<file path="src/rtl/nes_pad_if.sv">
// Serial gamepad link between a console (master) and the emulated pad (slave).
// With NES_PAD_TURBO_EN defined, the turbo_a/turbo_b auto-fire enables are added.
interface nes_pad_if #(
    parameter int NUM_BITS = 8
);
    logic                latch;
    logic                pulse;
    logic [NUM_BITS-1:0] buttons;
    logic                data;
    logic                busy;
`ifdef NES_PAD_TURBO_EN
    logic                turbo_a;
    logic                turbo_b;

    modport master (output latch, output pulse, output buttons,
                    output turbo_a, output turbo_b,
                    input  data,  input  busy);
    modport slave  (input  latch, input  pulse, input  buttons,
                    input  turbo_a, input  turbo_b,
                    output data,  output busy);
`else
    modport master (output latch, output pulse, output buttons,
                    input  data,  input  busy);
    modport slave  (input  latch, input  pulse, input  buttons,
                    output data,  output busy);
`endif
endinterface

</file>
<file path="src/rtl/nes_pad_responder.sv">
// Emulated NES pad shift register: latches button levels and serialises them, one per pulse.
// Optional auto-fire on A/B is compiled in with NES_PAD_TURBO_EN.
module nes_pad_responder #(
    parameter int NUM_BITS     = 8,
    parameter bit FILL_BIT     = 1'b1,
    parameter int TURBO_FRAMES = 4
) (
    input  logic      clk,
    input  logic      reset,
    nes_pad_if.slave  bus
);

    typedef enum logic [1:0] {
        ST_IDLE  = 2'd0,
        ST_LOAD  = 2'd1,
        ST_SHIFT = 2'd2,
        ST_DONE  = 2'd3
    } state_t;

    localparam logic [3:0] BIT_CNT_MAX = 4'(NUM_BITS);

    state_t              state_r;
    state_t              state_next_s;
    logic [1:0]          latch_sync_r;
    logic                latch_hist_r;
    logic [1:0]          pulse_sync_r;
    logic                pulse_hist_r;
    logic                latch_high_s;
    logic                latch_rise_s;
    logic                latch_fall_s;
    logic                pulse_rise_s;
    logic [NUM_BITS-1:0] buttons_eff_s;
    logic [NUM_BITS-1:0] shift_r;
    logic [NUM_BITS-1:0] shift_next_s;
    logic [3:0]          bit_cnt_r;
    logic [3:0]          bit_cnt_next_s;
    logic                data_r;
    logic                data_next_s;
    logic                busy_r;
    logic                busy_next_s;

    // Two-flop synchronisers plus one history flop for the console strobes
    always_ff @(posedge clk) begin
        if (reset) begin
            latch_sync_r <= 2'b00;
            latch_hist_r <= 1'b0;
            pulse_sync_r <= 2'b00;
            pulse_hist_r <= 1'b0;
        end else begin
            latch_sync_r <= {latch_sync_r[0], bus.latch};
            latch_hist_r <= latch_sync_r[1];
            pulse_sync_r <= {pulse_sync_r[0], bus.pulse};
            pulse_hist_r <= pulse_sync_r[1];
        end
    end

    assign latch_high_s = latch_sync_r[1];
    assign latch_rise_s = latch_sync_r[1] & ~latch_hist_r;
    assign latch_fall_s = ~latch_sync_r[1] & latch_hist_r;
    assign pulse_rise_s = pulse_sync_r[1] & ~pulse_hist_r;

`ifdef NES_PAD_TURBO_EN
    localparam logic [7:0] FRAME_WRAP = 8'(2 * TURBO_FRAMES - 1);
    localparam logic [7:0] FRAME_HALF = 8'(TURBO_FRAMES);

    logic [7:0] frame_cnt_r;
    logic       phase_s;

    // Console frame counter, one step per latch fall, driving the auto-fire phase
    always_ff @(posedge clk) begin
        if (reset) begin
            frame_cnt_r <= 8'd0;
        end else if (latch_fall_s) begin
            frame_cnt_r <= (frame_cnt_r == FRAME_WRAP) ? 8'd0 : frame_cnt_r + 8'd1;
        end else begin
            frame_cnt_r <= frame_cnt_r;
        end
    end

    // Auto-fire masks A/B as released during the second half of each turbo period
    always_comb begin
        phase_s          = (frame_cnt_r >= FRAME_HALF);
        buttons_eff_s    = bus.buttons;
        buttons_eff_s[0] = bus.buttons[0] & ~(bus.turbo_a & phase_s);
        buttons_eff_s[1] = bus.buttons[1] & ~(bus.turbo_b & phase_s);
    end
`else
    assign buttons_eff_s = bus.buttons;
`endif

    // State register
    always_ff @(posedge clk) begin
        if (reset) begin
            state_r <= ST_IDLE;
        end else begin
            state_r <= state_next_s;
        end
    end

    // Next-state logic; a latch rise always restarts the frame
    always_comb begin
        state_next_s = state_r;
        case (state_r)
            ST_IDLE: begin
                if (latch_rise_s) state_next_s = ST_LOAD;
                else              state_next_s = ST_IDLE;
            end
            ST_LOAD: begin
                if (latch_fall_s) state_next_s = ST_SHIFT;
                else              state_next_s = ST_LOAD;
            end
            ST_SHIFT: begin
                if (latch_rise_s)                                    state_next_s = ST_LOAD;
                else if (pulse_rise_s && (bit_cnt_r == BIT_CNT_MAX)) state_next_s = ST_DONE;
                else                                                 state_next_s = ST_SHIFT;
            end
            ST_DONE: begin
                if (latch_rise_s) state_next_s = ST_LOAD;
                else              state_next_s = ST_DONE;
            end
            default: state_next_s = ST_IDLE;
        endcase
    end

    // Output/datapath logic: data always mirrors the next shift_reg LSB except once the frame is exhausted
    always_comb begin
        shift_next_s   = shift_r;
        bit_cnt_next_s = bit_cnt_r;
        if (latch_rise_s) begin
            shift_next_s   = ~buttons_eff_s;
            bit_cnt_next_s = 4'd0;
        end else begin
            case (state_r)
                ST_LOAD: begin
                    // The fall cycle itself must not reload, so the snapshot stays that of the last high cycle
                    if (latch_high_s) begin
                        shift_next_s = ~buttons_eff_s;
                    end else if (latch_fall_s) begin
                        bit_cnt_next_s = 4'd1;
                    end else begin
                        shift_next_s = shift_r;
                    end
                end
                ST_SHIFT: begin
                    if (pulse_rise_s) begin
                        shift_next_s = {FILL_BIT, shift_r[NUM_BITS-1:1]};
                        if (bit_cnt_r < BIT_CNT_MAX) bit_cnt_next_s = bit_cnt_r + 4'd1;
                        else                         bit_cnt_next_s = bit_cnt_r;
                    end else begin
                        shift_next_s = shift_r;
                    end
                end
                default: begin
                    shift_next_s   = shift_r;
                    bit_cnt_next_s = bit_cnt_r;
                end
            endcase
        end
        data_next_s = (state_next_s == ST_DONE) ? FILL_BIT : shift_next_s[0];
        busy_next_s = (state_next_s == ST_SHIFT);
    end

    // Datapath and output registers
    always_ff @(posedge clk) begin
        if (reset) begin
            shift_r   <= {NUM_BITS{1'b1}};
            bit_cnt_r <= 4'd0;
            data_r    <= 1'b1;
            busy_r    <= 1'b0;
        end else begin
            shift_r   <= shift_next_s;
            bit_cnt_r <= bit_cnt_next_s;
            data_r    <= data_next_s;
            busy_r    <= busy_next_s;
        end
    end

    assign bus.data = data_r;
    assign bus.busy = busy_r;

endmodule
</file>
<file path="src/flat_wrapper.sv">
// flat-port wrapper written by rule: the top's interface ports become plain ports
module nes_pad_responder_flat 
#(
    parameter int NUM_BITS     = 8,
    parameter bit FILL_BIT     = 1'b1,
    parameter int TURBO_FRAMES = 4
)
  (clk, reset, bus_latch, bus_pulse, bus_buttons, bus_data, bus_busy);
  nes_pad_if #(.NUM_BITS(NUM_BITS)) bus_i ();
  input  logic clk;
  input  logic reset;
  input wire logic [$bits(bus_i.latch)-1:0] bus_latch;
  input wire logic [$bits(bus_i.pulse)-1:0] bus_pulse;
  input wire logic [$bits(bus_i.buttons)-1:0] bus_buttons;
  output wire logic [$bits(bus_i.data)-1:0] bus_data;
  output wire logic [$bits(bus_i.busy)-1:0] bus_busy;
  assign bus_i.latch = bus_latch;
  assign bus_i.pulse = bus_pulse;
  assign bus_i.buttons = bus_buttons;
  assign bus_data = bus_i.data;
  assign bus_busy = bus_i.busy;
  nes_pad_responder #(.NUM_BITS(NUM_BITS), .FILL_BIT(FILL_BIT), .TURBO_FRAMES(TURBO_FRAMES)) u_core (.clk(clk), .reset(reset), .bus(bus_i));
endmodule
</file>
<file path="config.mk">
export PLATFORM = sky130hd
export DESIGN_NAME = nes_pad_responder_flat
export DESIGN_NICKNAME = d
export VERILOG_FILES = /design/src/rtl/nes_pad_if.sv /design/src/rtl/nes_pad_responder.sv /design/src/flat_wrapper.sv
export SDC_FILE = /design/constraint.sdc
export NUM_CORES = 1
export LEC_CHECK = 0
export CELL_PAD_IN_SITES_DETAIL_PLACEMENT = 1
export CELL_PAD_IN_SITES_GLOBAL_PLACEMENT = 1
export CORE_MARGIN = 2
export CORE_UTILIZATION = 36
export CTS_CLUSTER_DIAMETER = 30
export DETAILED_ROUTE_END_ITERATION = 7
export GPL_TIMING_DRIVEN = 0
export PLACE_DENSITY = 0.71
export SLEW_MARGIN = 10
export SYNTH_ARGS = -nofsm -noshare
export SYNTH_HDL_FRONTEND = slang
export SYNTH_SLANG_ARGS = --single-unit
</file>
<file path="constraint.sdc">
create_clock -name clk -period 1.7 [get_ports clk]
set_input_delay 0.51 -clock clk [delete_from_list [all_inputs] [get_ports clk]]
set_output_delay 0.51 -clock clk [all_outputs]
set_load 0.1 [all_outputs]
</file>
Word-level counts from Yosys, hierarchy flattened
Index checks and enable logic that the tools add are counted.

word-level totals
  register bits = 22
  bits of input ports = 12
  logic and storage cells = 54

operators by class
  equal/unequal tests = 12
  mux-type cells = 15
  $lt $le $gt $ge = 1
  reductions and logical operators = 8
  add/sub/neg operators = 1
  bitwise operators = 7

operators with widths
  cell                                                                      count
  8-bit 2-to-1 mux                                                          3
  4-bit 2-to-1 mux                                                          4
  8-bit one-hot mux with 2 select lines                                     1
  2-bit equality test (second input constant)                               4
  8-bit NOT                                                                 1
  2-bit one-hot mux with 4 select lines                                     1
  4-bit one-hot mux with 2 select lines                                     1
  2-bit 2-to-1 mux                                                          3
  2-bit by 1-bit inequality test with 1-bit output (second input constant)  3
  3-bit by 1-bit inequality test with 1-bit output (second input constant)  2
  5-bit AND reduction                                                       1
  4-bit by 1-bit adder with 4-bit output (second input constant)            1
  4-bit equality test (second input constant)                               1
  4-bit < comparator (second input constant)                                1
  2-bit OR reduction                                                        2
  1-bit AND                                                                 3
  1-bit NOT                                                                 3
  3-bit AND reduction                                                       1
  3-bit nonzero test                                                        1
  2-bit by 1-bit equality test with 1-bit output (second input constant)    1
  2-bit zero test                                                           1
  1-bit 2-to-1 mux                                                          2
  2-bit inequality test (second input constant)                             1
  2-bit nonzero test                                                        1
  1-bit logical AND                                                         1

Logic depth before layout (Yosys ltp)
  depth in word-level cells = 8
  gate-level depth with buffers = 8

Worst setup path before layout
OpenSTA, ideal clock, no wires.

  path kind = reg-to-reg
  start point = register u_core.state_r[0]
  end point = register u_core.data_r (netlist: u_core.bus.data)
  slack = -0.045 ns
  buffers on the path = 1
  cell stages (with the launch flop) = 7
  arrival = 1.629 ns
  data required time = 1.584 ns
  library setup time = 0.116 ns
  cells stage by stage = dfxtp_1 > inv_1 > ha_1 > buf_1 > a211o_4 > a221o_1 > a31o_1

between the ends
  longest elaborated chain between the ends = 4
  elaborated cells between the ends (all ways) = 9
  those cells by class = 4 x eq/ne; 3 x mux; 2 x reduce/logical

RTL lines
  item                                         RTL line                  source
  start, declared                              nes_pad_responder.sv:22   state_t state_r;
  start signal, assigned                       nes_pad_responder.sv:96   state_r <= state_next_s;
  2-bit equality test (tied with other cells)  nes_pad_responder.sv:103  case (state_r)
  2-bit one-hot mux with 4 select lines        nes_pad_responder.sv:103
  2-bit equality test                          nes_pad_responder.sv:159  data_next_s = (state_next_s == ST_DONE) ? FILL_BIT : shift_next_s[0];
  2-bit OR reduction (no source line)          -
  end signal, assigned                         nes_pad_responder.sv:173  data_r <= data_next_s;
  end, declared                                nes_pad_responder.sv:37   logic data_r;

Parallel ways exist; a longest one is shown, timed or not.
A chain may end at the register's enable or synchronous reset.

Worst setup path after layout
  start point = register u_core.state_r[1]
  end point = register u_core.data_r (netlist: u_core.bus.data)

Same word-level chain as after synthesis.

==> metrics.cfg <==
[status]
status = completed

[critical_path]
critPathCaptureType = flop
critPathTopFamily = compound AO/OA/AOI/OAI gates
r2r-start = u_core.state_r[1]$_SDFF_PP0_
crit_path_start = u_core.state_r[1]$_SDFF_PP0_
start_kind = flop
worst_r2r_endpoint = u_core.bus.data$_SDFF_PP1_
crit_required_ns = 1.94
r2r_cells = 6
arrival_ns = 1.94
cp_slowest_stage_delay_ns = 0.40
crit_buf_inv = 1
crit_type = reg -> reg
slowest_stage = dfxtp_4
crit_fanout = 3
cp_cell_sequence = inv_4, ha_4, nor2b_4, a211o_4, a221o_1, a31o_1
rrSetupSlack_ns = 0.009

[sta]
tightestPinTransition_ns = 0.486
skew_ns = 0.0153
rsz0062_at_grt = true
holdWs_ns = 0.455
period_minus_slack_ns = 1.69
fin_ws_ns = 0.00861
drv_slew = 0
slew_headroom_pct = 67.8
final_hold_viol_count = 0
post-route-period-util_pct = 99.5
setup_viol = 0
max_freq_ghz = 0.591

[clocking]
hold_buffers = 0
clockRootBuffer = clkbuf_4
clock-sinks = 22
cts_inserted_buffers = 3
cts.path.max_buffers = 2
cts_tree = built
clk_pin_slew_ns = 0.14
htree_levels = 1
clock_latency_ns = 0.33

[die]
die_area_um2 = 3560
core_area_um2 = 3000
rows = 20
die_h_um = 59.7
ios = 14
die_x_um = 59.7
start_util_pct = 37.2

[drt]
wl_per_cell_um = 15.2
vias = 1017
vias_per_cell = 5.47
drtPass1Iterations = 4
routed_wl_um = 2830
ant_nets = 0
dr.first_iter.drc_count = 31
drc_errors = 0

[global_route]
grt_pass1_vias = 1088
grt_overflow = 0
grt_pass1_wl_um = 4870
grt_antenna_before_repair = 0
grt_start_max_net_pins = 13
gr-usage-all-layers_pct = 18.3

[logic_synthesis]
synth-seq-area-share_pct = 39.5
yosysTopAreaCell = dfxtp_1
synth_top_area_share_pct = 39.5
synth_seq_cells = 22
async_flop_share_pct = 0
synth_warnings = 0
synth_area_leaders = dfxtp_1 39%, nor2_1 8.1%, ha_1 6.7%, o21ai_0 6.3%, nor2b_1 5.0%
syn_avg_cell_area_um2 = 8.33
synth_fp_nets = 152
synth_area_um2 = 1120
ys.flop_type = dfxtp_1
synth_edf_count = 0
synth_cells = 134
synth.distinct_cells = 37

[layout]
final_nets = 172
design_area_um2 = 1420
drive_above_1_share_pct = 18.3
num_antenna_cells = 0
syn2layout_area_growth_pct = 27.0
final_core_util_pct = 47.2

[placed_design]
io_buffers = 13
dpl.hpwl_um = 2050
dp_slack_ns = -0.231
place_congestion = 0.836
place_area_um2 = 1290

[hold_path]
hp-start = u_core.latch_sync_r[0]$_SDFF_PP0_
hold_path_end = u_core.latch_sync_r[1]$_SDFF_PP0_
min_path_cells = 1
hp-class = reg -> reg

[run]
cap_violations = 0

[pwr]
p_leak_nw = 0.528
powerDensity_nw_per_um2 = 724
irDropWorstVdd_mv = 0.329

## power by group
part	total, mW	switching [mW]	internal, mW	leakage (nW)
Combinational	0.155	0.0831	0.0722	0.326
Clock	0.311	0.180	0.131	0.0210
Sequential	0.560	0.0181	0.542	0.182
## layout make-up
type                    instances  area, um^2
fillers                       358        1590
multi-input cells              98         692
flip-flops and latches         22         445
repair buffers                 16         143
well taps                      33        41.3
clock buffers                   4        36.3
inverters                       9        36.3
plain buffers                   4        23.8
## registers in the layout, indices dropped and copies added (netlist names)
name,count
u_core.bit_cnt_r,4
u_core.bus.busy,1
u_core.bus.data,1
u_core.latch_hist_r,1
u_core.latch_sync_r,2
u_core.pulse_hist_r,1
u_core.pulse_sync_r,2
u_core.shift_r,8
u_core.state_r,2
## through the flow
stage          setup TNS [ns]  cells  power, mW
2_1_floorplan               0    134      0.654
3_3_place_gp            -2.06    180      0.706
3_5_place_dp            -2.26    180      0.713
4_1_cts                     0    186       1.03
5_1_grt               -0.0814    186       1.08
6_report                    0    186       1.03
## worst register-to-register path, delay by kind of cell (launching register included)
kind	cells	cell delay, ns
compound gates	3	0.85
fa+ha+maj	1	0.16
buf+inv	1	0.05
flops	1	0.40
simple gates	1	0.14
## Yosys cell counts (all sizes together), types with 2 or more instances
library cell and count:
dfxtp 22, a211oi 8, nand2b 3, o21ai 16
inv 9, nor2 24, a21oi 5, nor2b 9
ha 6, nand3 2, clkbuf 3, buf 2
o21a 2, nand2 4
## worst max path at each step
stage / to / slack [ns] / cells past startpoint
after global routing: u_core.bus.data$_SDFF_PP1_ / -0.07 / 4
after CTS: u_core.bus.data$_SDFF_PP1_ / 0.003 / 6
after global placement: bus_busy / -0.22 / 1
after floorplan: u_core.bus.data$_SDFF_PP1_ / 0.008 / 6
final: u_core.bus.data$_SDFF_PP1_ / 0.009 / 6
after detailed placement: bus_data / -0.23 / 1
## layout by cell type (no fill, tap or decap), types with 4 or more instances in the layout
cell | netlist | routed
nor2_1 | 24 | 24
dfxtp_1 | 22 | 20
o21ai_0 | 14 | 13
clkdlybuf4s50_1 | 0 | 11
nor2b_1 | 9 | 8
inv_1 | 9 | 6
a21oi_1 | 5 | 5
a211oi_1 | 7 | 4
## logic make-up after synthesis
logic type      count (synthesis)  synth area share (%)
simple gates                   50                  23.3
compound gates                 41                  24.8
mux                             1                 0.897
flops                          22                  39.5
fa+ha+maj                       6                  6.73
buf+inv                        14                  4.82
## layer usage
layer	part of all wire [%]	wire, um	track usage [%]
met5	0	0	0
met4	1.6	46	8.57
met3	4.2	119	3.25
met2	49	1390	30.4
met1	45	1270	22.9
## repair_timing
action                                  CTS  global route
setup buffers                             3             0
gates resized for setup                  19            16
pin swaps                                 3             8
endpoints found under the setup margin   13            10
Power figures use the tool's default switching activity.
